$ cat config.mk
export PLATFORM = sky130hd
export DESIGN_NAME = branch_ckpt_ctrl
export DESIGN_NICKNAME = d
export VERILOG_FILES = /design/src/rtl/branch_ckpt_ctrl_pkg.sv /design/src/rtl/branch_ckpt_ctrl.sv
export SDC_FILE = /design/constraint.sdc
export NUM_CORES = 1
export LEC_CHECK = 0
export ABC_AREA = 1
export BUFFER_PORTS_ARGS = -buffer_cell sky130_fd_sc_hd__buf_2
export CELL_PAD_IN_SITES_DETAIL_PLACEMENT = 0
export CELL_PAD_IN_SITES_GLOBAL_PLACEMENT = 1
export CORE_MARGIN = 2
export CORE_UTILIZATION = 39
export CTS_CLUSTER_DIAMETER = 150
export DETAILED_ROUTE_END_ITERATION = 12
export MAX_ROUTING_LAYER = met4
export PLACE_DENSITY = 0.86
export SLEW_MARGIN = 20
export SYNTH_ARGS = -nofsm -noshare
export SYNTH_HDL_FRONTEND = slang
export SYNTH_SLANG_ARGS = --single-unit
$ cat constraint.sdc
create_clock -name clk -period 3.15 [get_ports clk]
set_clock_uncertainty 0.1 [all_clocks]
set_input_delay 0.4725 -clock clk [delete_from_list [all_inputs] [get_ports clk]]
set_output_delay 0.4725 -clock clk [all_outputs]
set_load 0.02 [all_outputs]
$ cat src/rtl/branch_ckpt_ctrl_pkg.sv
// branch_ckpt_ctrl_pkg: shared sizes, types and age-mask helper for the branch checkpoint controller
package branch_ckpt_ctrl_pkg;
  localparam int BS_DEPTH = 4;
  localparam int BS_TAG_W = $clog2(BS_DEPTH);
  localparam int BS_CNT_W = BS_TAG_W + 1;
  localparam int FL_PTR_W = 5;
  typedef logic [BS_TAG_W-1:0] bs_tag_t;
  typedef logic [BS_CNT_W-1:0] bs_cnt_t;
  typedef logic [FL_PTR_W-1:0] fl_ptr_t;
  typedef struct packed {
    logic    valid;
    fl_ptr_t snap;
  } ckpt_t;
  // entries at or younger than tag (age measured from head), limited to the counted window
  function automatic logic [BS_DEPTH-1:0] younger_mask(bs_tag_t head, bs_tag_t tag, bs_cnt_t count);
    younger_mask = '0;
    for (int i = 0; i < BS_DEPTH; i++)
      younger_mask[i] = bs_tag_t'(bs_tag_t'(i) - head) >= bs_tag_t'(tag - head) &&
                        {1'b0, bs_tag_t'(bs_tag_t'(i) - head)} < count;
  endfunction
endpackage

$ cat src/rtl/branch_ckpt_ctrl.sv
// branch_ckpt_ctrl: free-list head checkpoints per in-flight branch, reclaim on resolve, recovery on mispredict
//  in : clk, reset (sync, active-high), disp_isBranch/disp_allocReg (2 slots, slot 0 older), fl_head,
//       br_resolve_valid, br_resolve_tag, br_pred_wrong
//  out: bs_tags {slot1,slot0}, bs_availSlots, bs_recov_fl_head, bs_squash_mask
//  BS_DEBUG_EN: adds bs_head, bs_tail, bs_count, bs_valid and sticky bs_protoErr
module branch_ckpt_ctrl
  import branch_ckpt_ctrl_pkg::*;
(
  input  logic                  clk,
  input  logic                  reset,
  input  logic [1:0]            disp_isBranch,
  input  logic [1:0]            disp_allocReg,
  input  logic [FL_PTR_W-1:0]   fl_head,
  input  logic                  br_resolve_valid,
  input  logic [BS_TAG_W-1:0]   br_resolve_tag,
  input  logic                  br_pred_wrong,
  output logic [2*BS_TAG_W-1:0] bs_tags,
  output logic [BS_CNT_W-1:0]   bs_availSlots,
  output logic [FL_PTR_W-1:0]   bs_recov_fl_head,
  output logic [BS_DEPTH-1:0]   bs_squash_mask
`ifdef BS_DEBUG_EN
  ,
  output logic [BS_TAG_W-1:0]   bs_head,
  output logic [BS_TAG_W-1:0]   bs_tail,
  output logic [BS_CNT_W-1:0]   bs_count,
  output logic [BS_DEPTH-1:0]   bs_valid,
  output logic                  bs_protoErr
`endif
);
  ckpt_t ent [BS_DEPTH];
  bs_tag_t head, tail, head1, tag1;
  bs_cnt_t count;
  logic tag_live, mispred, g0, g1;
  logic [1:0] n_grant, n_reclaim;
  fl_ptr_t snap0, snap1;
  logic [BS_DEPTH-1:0] kill;
  assign bs_availSlots = bs_cnt_t'(BS_DEPTH) - count;
  assign tag_live = br_resolve_valid && ent[br_resolve_tag].valid;
  assign mispred = tag_live && br_pred_wrong;
  assign tag1 = tail + bs_tag_t'(disp_isBranch[0]);
  assign bs_tags = {tag1, tail};
  // a mispredict squashes everything dispatched alongside it, so nothing is granted
  assign g0 = disp_isBranch[0] && bs_availSlots != '0 && !mispred;
  assign g1 = disp_isBranch[1] && bs_availSlots > bs_cnt_t'(disp_isBranch[0]) && !mispred;
  assign n_grant = {1'b0, g0} + {1'b0, g1};
  assign snap0 = fl_head + fl_ptr_t'(disp_allocReg[0]);
  assign snap1 = snap0 + fl_ptr_t'(disp_allocReg[1]);
  assign head1 = head + 1'b1;
  // reclaim looks at pre-resolve validity; a live mispredict tag stops it before reaching the tag
  assign n_reclaim = count != '0 && !ent[head].valid ?
                     (count > bs_cnt_t'(1) && !ent[head1].valid ? 2'd2 : 2'd1) : 2'd0;
  assign bs_recov_fl_head = ent[br_resolve_tag].snap;
  assign kill = mispred ? younger_mask(head, br_resolve_tag, count) : '0;
  assign bs_squash_mask = kill;
  always_ff @(posedge clk)
    if (reset) begin
      head <= '0;
      tail <= '0;
      count <= '0;
      for (int i = 0; i < BS_DEPTH; i++) ent[i].valid <= 1'b0;
    end else begin
      head <= head + bs_tag_t'(n_reclaim);
      tail <= mispred ? br_resolve_tag : tail + bs_tag_t'(n_grant);
      count <= mispred ? {1'b0, bs_tag_t'(br_resolve_tag - head)} - bs_cnt_t'(n_reclaim)
                       : count + bs_cnt_t'(n_grant) - bs_cnt_t'(n_reclaim);
      for (int i = 0; i < BS_DEPTH; i++)
        if (kill[i] || (tag_live && br_resolve_tag == bs_tag_t'(i))) ent[i].valid <= 1'b0;
      if (g0) ent[tail] <= '{valid: 1'b1, snap: snap0};
      if (g1) ent[tag1] <= '{valid: 1'b1, snap: snap1};
    end
`ifdef BS_DEBUG_EN
  bs_cnt_t n_req;
  assign n_req = bs_cnt_t'(disp_isBranch[0]) + bs_cnt_t'(disp_isBranch[1]);
  assign bs_head = head;
  assign bs_tail = tail;
  assign bs_count = count;
  always_comb
    for (int i = 0; i < BS_DEPTH; i++) bs_valid[i] = ent[i].valid;
  always_ff @(posedge clk)
    if (reset) bs_protoErr <= 1'b0;
    else if (n_req > bs_availSlots || (br_resolve_valid && !ent[br_resolve_tag].valid)) bs_protoErr <= 1'b1;
`endif
endmodule

Word level (Yosys, flattened, before mapping). Memory sizes are Yosys's and may differ from the RTL's. A register that Yosys moved wholly into a read port is not among the register bits. Cells that the tools add are included.

Magnitude comparators: 10. Add/sub/neg operators: 16. Reductions and logical operators: 26. Multipliers: 0. Equal/unequal tests: 3. Muxes and demuxes: 30. Bitwise logic cells: 4. Div/mod/pow operators: 0. Shift-type cells: 0.

Operator list (number): two-way mux 1 bit (24); logical AND 1 bit (16); < comparator 2 x 3 -> 1 bit (4); adder 5 x 1 -> 5 bit (2); greater-or-equal comparator 2 bit (4); two-way mux 2 bit (4); nonzero test 3 bit (2); adder 2 bit (2); equality test 2 bit, second input constant (2); logical OR 1 bit (4); two-way mux 4 bit (1); OR 1 bit (4); subtractor 1 x 2 -> 2 bit, first input constant (2); subtractor 2 bit, first input constant (2); adder 3 x 2 -> 3 bit (1); greater-than comparator 3 x 1 -> 1 bit (1); greater-than comparator 3 x 1 -> 1 bit, second input constant (1); logical NOT 1 bit (3); two-way mux 3 bit (1); subtractor 2 x 2 -> 3 bit (1); subtractor 3 x 2 -> 3 bit (1); subtractor 3 bit, first input constant (1); adder 1 x 1 -> 2 bit (1); adder 2 x 1 -> 2 bit (1); other kinds (4) (4).

Bits in latches: 0. Register bits after elaboration: 7. Memory bits (read-only): 0. Memory bits (writable): 24. Output and inout port bits: 16. Logic and storage cells: 93. Memories kept: 1.

Memories: ent (depth 4, width 6, rd ports 3, clocked after memory_dff 1, write ports 6, line branch_ckpt_ctrl.sv:30) `ckpt_t ent [BS_DEPTH];`.

Depth between registers and ports, before layout.
Depth after elaboration: 9. Depth in mapped cells: 20. Gate-level depth less buffers: 19.

Least setup slack after synthesis. No wires, ideal clock.

Path type: reg2reg. Start point: register count[0]. End point: register count[2]. Data arrival time: 3.321 ns. Path buffers: 0. Data required time: 2.980 ns. Stages on the path, launching flop included: 20. Setup slack: -0.341 ns. Cell sequence: dfxtp_1 -> inv_1 -> ha_1 -> ha_1 -> inv_1 -> nor3_1 -> nor2_2 -> nand2_1 -> inv_1 -> ha_1 -> inv_1 -> ha_1 -> inv_1 -> ha_1 -> fa_1 -> xor2_1 -> or2_2 -> nand3_1 -> nand2_1 -> a21oi_1.

Cells in the longest elaborated chain, start to end: 8. Elaborated cells between the ends (all ways): 18. Classes of those cells: 5 x add/sub; 2 x order compare; 3 x mux; 8 x reduce/logical.

Ends and longest elaborated chain: start, declared (line branch_ckpt_ctrl.sv:32) `bs_cnt_t count;`; start signal, assigned (line branch_ckpt_ctrl.sv:64) `count <= mispred ? {1'b0, bs_tag_t'(br_resolve_tag - head)} - bs_cnt_t'(n_reclaim)`; subtractor 3 bit * (line branch_ckpt_ctrl.sv:37) `assign bs_availSlots = bs_cnt_t'(BS_DEPTH) - count;`; net bs_availSlots[2] (line branch_ckpt_ctrl.sv:18) `output logic [BS_CNT_W-1:0] bs_availSlots,`; greater-than comparator 3 x 1 -> 1 bit or nonzero test 3 bit (tied branches) (line branch_ckpt_ctrl.sv:44, branch_ckpt_ctrl.sv:43); logical AND 1 bit (on tied branches) (2 in series) (line branch_ckpt_ctrl.sv:44, branch_ckpt_ctrl.sv:43); adder 1 x 1 -> 2 bit * (line branch_ckpt_ctrl.sv:45) `assign n_grant = {1'b0, g0} + {1'b0, g1};`; adder 3 x 2 -> 3 bit * (line branch_ckpt_ctrl.sv:65) `: count + bs_cnt_t'(n_grant) - bs_cnt_t'(n_reclaim);`; subtractor 3 x 2 -> 3 bit * (line branch_ckpt_ctrl.sv:65); two-way mux 3 bit * (line branch_ckpt_ctrl.sv:64).

The timed path passes the listed nets; every way through them passes the cells marked *. A chain may end at the register's enable or synchronous reset.

Worst setup path in the final report.
Start point: register count[0]. End point: register count[2].

Cells in the longest elaborated chain, start to end: 8. Elaborated cells between the ends (all ways): 18. Classes of those cells: 5 x add/sub; 2 x order compare; 3 x mux; 8 x reduce/logical.

Ends and longest elaborated chain (line): subtractor 3 bit (branch_ckpt_ctrl.sv:37); greater-than comparator 3 x 1 -> 1 bit or nonzero test 3 bit (tied branches) (branch_ckpt_ctrl.sv:44, branch_ckpt_ctrl.sv:43); logical AND 1 bit (on tied branches) (2 in series) (branch_ckpt_ctrl.sv:44, branch_ckpt_ctrl.sv:43); adder 1 x 1 -> 2 bit (branch_ckpt_ctrl.sv:45); adder 3 x 2 -> 3 bit (branch_ckpt_ctrl.sv:65); subtractor 3 x 2 -> 3 bit (branch_ckpt_ctrl.sv:65); two-way mux 3 bit * (branch_ckpt_ctrl.sv:64).

Mark *: on every way between the ends. The rest lies on a longest branch, timed or not.

==> key figures <==
CTS
  – Root buf cell: clkbuf_8
  – CTS buffer count: 5
  – Htree depth: 2
  – Hold_buf cts: 0
  – Clk pin slew, worst setup/hold paths: 0.07 ns
  – Clk Latency, worst-skew pair: 0.28 ns
  – Clock buffer depth: 2
  – TritonCTS clock tree: done
  – CTS Sinks: 31

Final layout
  – Commonest non-fill, non-tap cell in the layout: nand2_1
  – Layout Nets: 431
  – Non-filler cells, final: 463
  – Antenna diodes: 0
  – Commonest non-fill, non-tap cells in the layout: nand2_1 (89), inv_1 (40), nand3_1 (30), buf_2 (30), ha_1 (22)
  – Area growth from synthesis to layout: 22.62%
  – Layout cell share with drive strength beyond 1: 28.24%

Timing
  – Max Slew Vio Count: 0
  – Tightest Pin Transition: 0.4549 ns
  – RSZ-0062 raised after global routing: yes
  – Hold Fails Final Rpt: 0
  – Final setup fails: 0
  – Part of the cycle the worst path needs: 95.14%
  – Fmax: 333.7 MHz
  – Rel. slew slack: 69.42%
  – Worst Slack Setup Final: 0.1532 ns
  – Fin crit period: 2.997 ns

Placement
  – Port-buffer cells: 30
  – Placer Congestion: 0.8894
  – Worst slack at placement: -0.07155 ns
  – Estimated wirelength of the detail-placed design: 5043 um
  – Dpl cells: 455

Pwr
  – P_leak: 1.650 nW
  – Power Total: 2.755 mW
  – Peak supply drop: 401.9 uV
  – Power per cell area: 855.2 mW/mm2

Yosys
  – Avg Synthesized Cell Area: 7.890 um2
  – Synth warnings: 0
  – Top cell type by total area after synthesis: edfxtp_1
  – Post-synth EDFFs: 20
  – Syn Nets: 379
  – Ys flop type: edfxtp_1
  – Share of the yosys chip area belonging to registers: 31.24%
  – Top post-synthesis cells by area: edfxtp_1 (23%), nand2_1 (13%), ha_1 (12%)
  – Library cells used by synthesis: 37
  – Synth Instances: 333
  – Synth top area share: 22.86%
  – Mapped Area: 0.002628 mm2
  – Share of synthesized registers carrying an async set or reset: 0%
  – #FFs+latches synth: 31

Die
  – Die Area: 0.007410 mm2
  – Die height: 86.08 um
  – Initial Util: 40.91%
  – Core Area: 0.006422 mm2
  – Die Wd: 86.08 um
  – Row cnt: 29
  – Io pins: 31

Detailed routing
  – Vias post-DR: 2324
  – Pre-antenna DRT Iters: 6
  – First DRT Iteration DRCs: 101
  – Wirelength per Cell: 13.67 um
  – Residual DRC: 0
  – Via/cell ratio: 5.019
  – Drt total wl: 6328 um
  – Post-route antenna net violation count: 0

Critical path
  – Worst-path cell chain: inv_4 > ha_4 > ha_4 > buf_4 > a21boi_4 > nand2_1 > inv_1 > ha_4 > fa_1 > fa_2 > xor2_2 > or2_4 > nand3_2 > nand2_1 > a21oi_1
  – Worst setup endpoint: count[2]$_SDFF_PP0_
  – Most used cell, CP: ha_4
  – Critical path's largest stage delay: 0.44 ns
  – Setup CP Type: flop to flop
  – Crit-path max FO: 4
  – Required time of the critical path: 3.26 ns
  – Worst reg2reg path startpoint: count[0]$_SDFF_PP0_
  – CP endpoint kind: flop
  – Worst Reg-to-Reg Cells: 15
  – Worst Path Arrival: 3.11 ns
  – Crit-path slowest cell: fa_1
  – Setup crit start: count[0]$_SDFF_PP0_
  – Startpoint Class: flop
  – Reg2Reg Setup Slack: 0.15 ns
  – FF-to-FF End: count[2]$_SDFF_PP0_

Hold path
  – Min-Delay Path Class: input port to flop

Global route
  – Global Route Usage Sum: 19.53%
  – Largest net degree at the start of global routing: 17
  – Vias in the first global route: 2247
  – First-pass GRT wire length: 11080 um
  – Global-route congestion overflow total: 0
  – Antenna violations before repair: 0

Flow run
  – Max-Cap Viols: 0

Status
  – Outcome: complete, no violations
==> cells in the mapped netlist, types with 2 or more instances <==
| master | number |
|---|---|
| nand2_2 | 4 |
| nor3_1 | 2 |
| nand3_4 | 2 |
| inv_1 | 44 |
| nand3_2 | 2 |
| xor2_1 | 5 |
| a21oi_1 | 12 |
| ha_1 | 26 |
| nand4_2 | 3 |
| nand3_1 | 31 |
| xnor2_2 | 2 |
| o21ai_0 | 8 |
| nand4_1 | 4 |
| nor2_2 | 5 |
| inv_2 | 5 |
| dfxtp_1 | 11 |
| nor2_1 | 21 |
| or2_2 | 2 |
| nand2_1 | 92 |
| a22oi_1 | 8 |
| o21bai_1 | 2 |
| xnor2_1 | 2 |
| edfxtp_1 | 20 |
| fa_1 | 5 |
| nand3b_1 | 3 |
==> routing by layer <==
metal / track usage (%) / part of all wire [%] / wire [um] / vias to the layer above
met4: 5.916 / 0.63 / 40 / 0
li1: - / - / - / 1196
met5: - / 0 / 0 / -
met2: 30.02 / 46 / 2904 / 59
met3: 2.406 / 4.5 / 283 / 2
met1: 26.93 / 49 / 3100 / 1067
==> critical path: cells and delay by family (launching register included) <==
family | cells | cell delay (ns)
AND/OR/NAND/NOR | 4 | 0.42
buffers and inverters | 3 | 0.28
flip-flops | 1 | 0.36
AO/OA/AOI/OAI | 2 | 0.25
adder cells (fa/ha/maj) | 5 | 1.36
XOR/XNOR | 1 | 0.16
==> power by group <==
group / total, mW / internal (mW) / switching (mW) / leakage (nW)
combinational: 1.74 / 0.748 / 0.992 / 1.30
clock: 0.384 / 0.231 / 0.152 / 0.0556
sequential: 0.632 / 0.550 / 0.0815 / 0.297
total: 2.76 / 1.53 / 1.23 / 1.65
==> flip-flops by register name, indices dropped and copies added, names as in the netlist <==
register and count:
head 2, count 3, tail 2, ent 24
==> metrics by stage <==
step	TNS (ns)	hold slack (ns)	cell area (um2)	util, %
final	0	0.3195	3222	50.17
after global routing	-0.02772	0.3113	3222	50.17
after CTS	0	0.3172	3181	49.52
after detailed placement	-0.07155	0.4905	3030	47.18
after global placement	-0.009353	0.4815	3030	47.18
after floorplan	0	0.4342	2669	-
==> what timing repair did <==
action / 4_1_cts / 5_1_grt
hold endpoints to repair: 0 / 0
pin swaps: 6 / 8
endpoints found under the setup margin: 1 / 3
buffers inserted: 1 / 0
cloned: 0 / 0
resized for setup: 7 / 13
==> kinds of logic (layout without fill, tap and decap cells) <==
kind of cell	after synthesis	count (layout)	synth area share (%)
simple gates	175	175	32.05
buf+inv	54	107	8.190
flops	31	31	31.24
xor+xnor	11	11	5.238
compound gates	31	31	7.095
fa+ha+maj	31	31	16.19
==> layout make-up <==
class                      instances  area, um2
fill                             633       3201
sequential                        31      828.3
clock buffer                       5      68.82
clock inverter                     3      38.79
tap                               77      96.34
inverter                          50      192.7
timing repair buffer              49      292.8
multi-input combinational        248       1704
==> worst min path at each step <==
stage                                 startpoint                     end  cells past startpoint
after floorplan                            reset     count[1]$_SDFF_PP0_                      1
after CTS                                  reset     count[1]$_SDFF_PP0_                      2
after detailed placement  ent[3][5]$_SDFFE_PP1P_  ent[3][5]$_SDFFE_PP1P_                      3
after global routing                       reset     count[1]$_SDFF_PP0_                      2
final                                      reset      head[0]$_SDFF_PP0_                      2
after global placement    ent[1][5]$_SDFFE_PP1P_  ent[1][5]$_SDFFE_PP1P_                      3
Power figures use the tool's default switching activity.
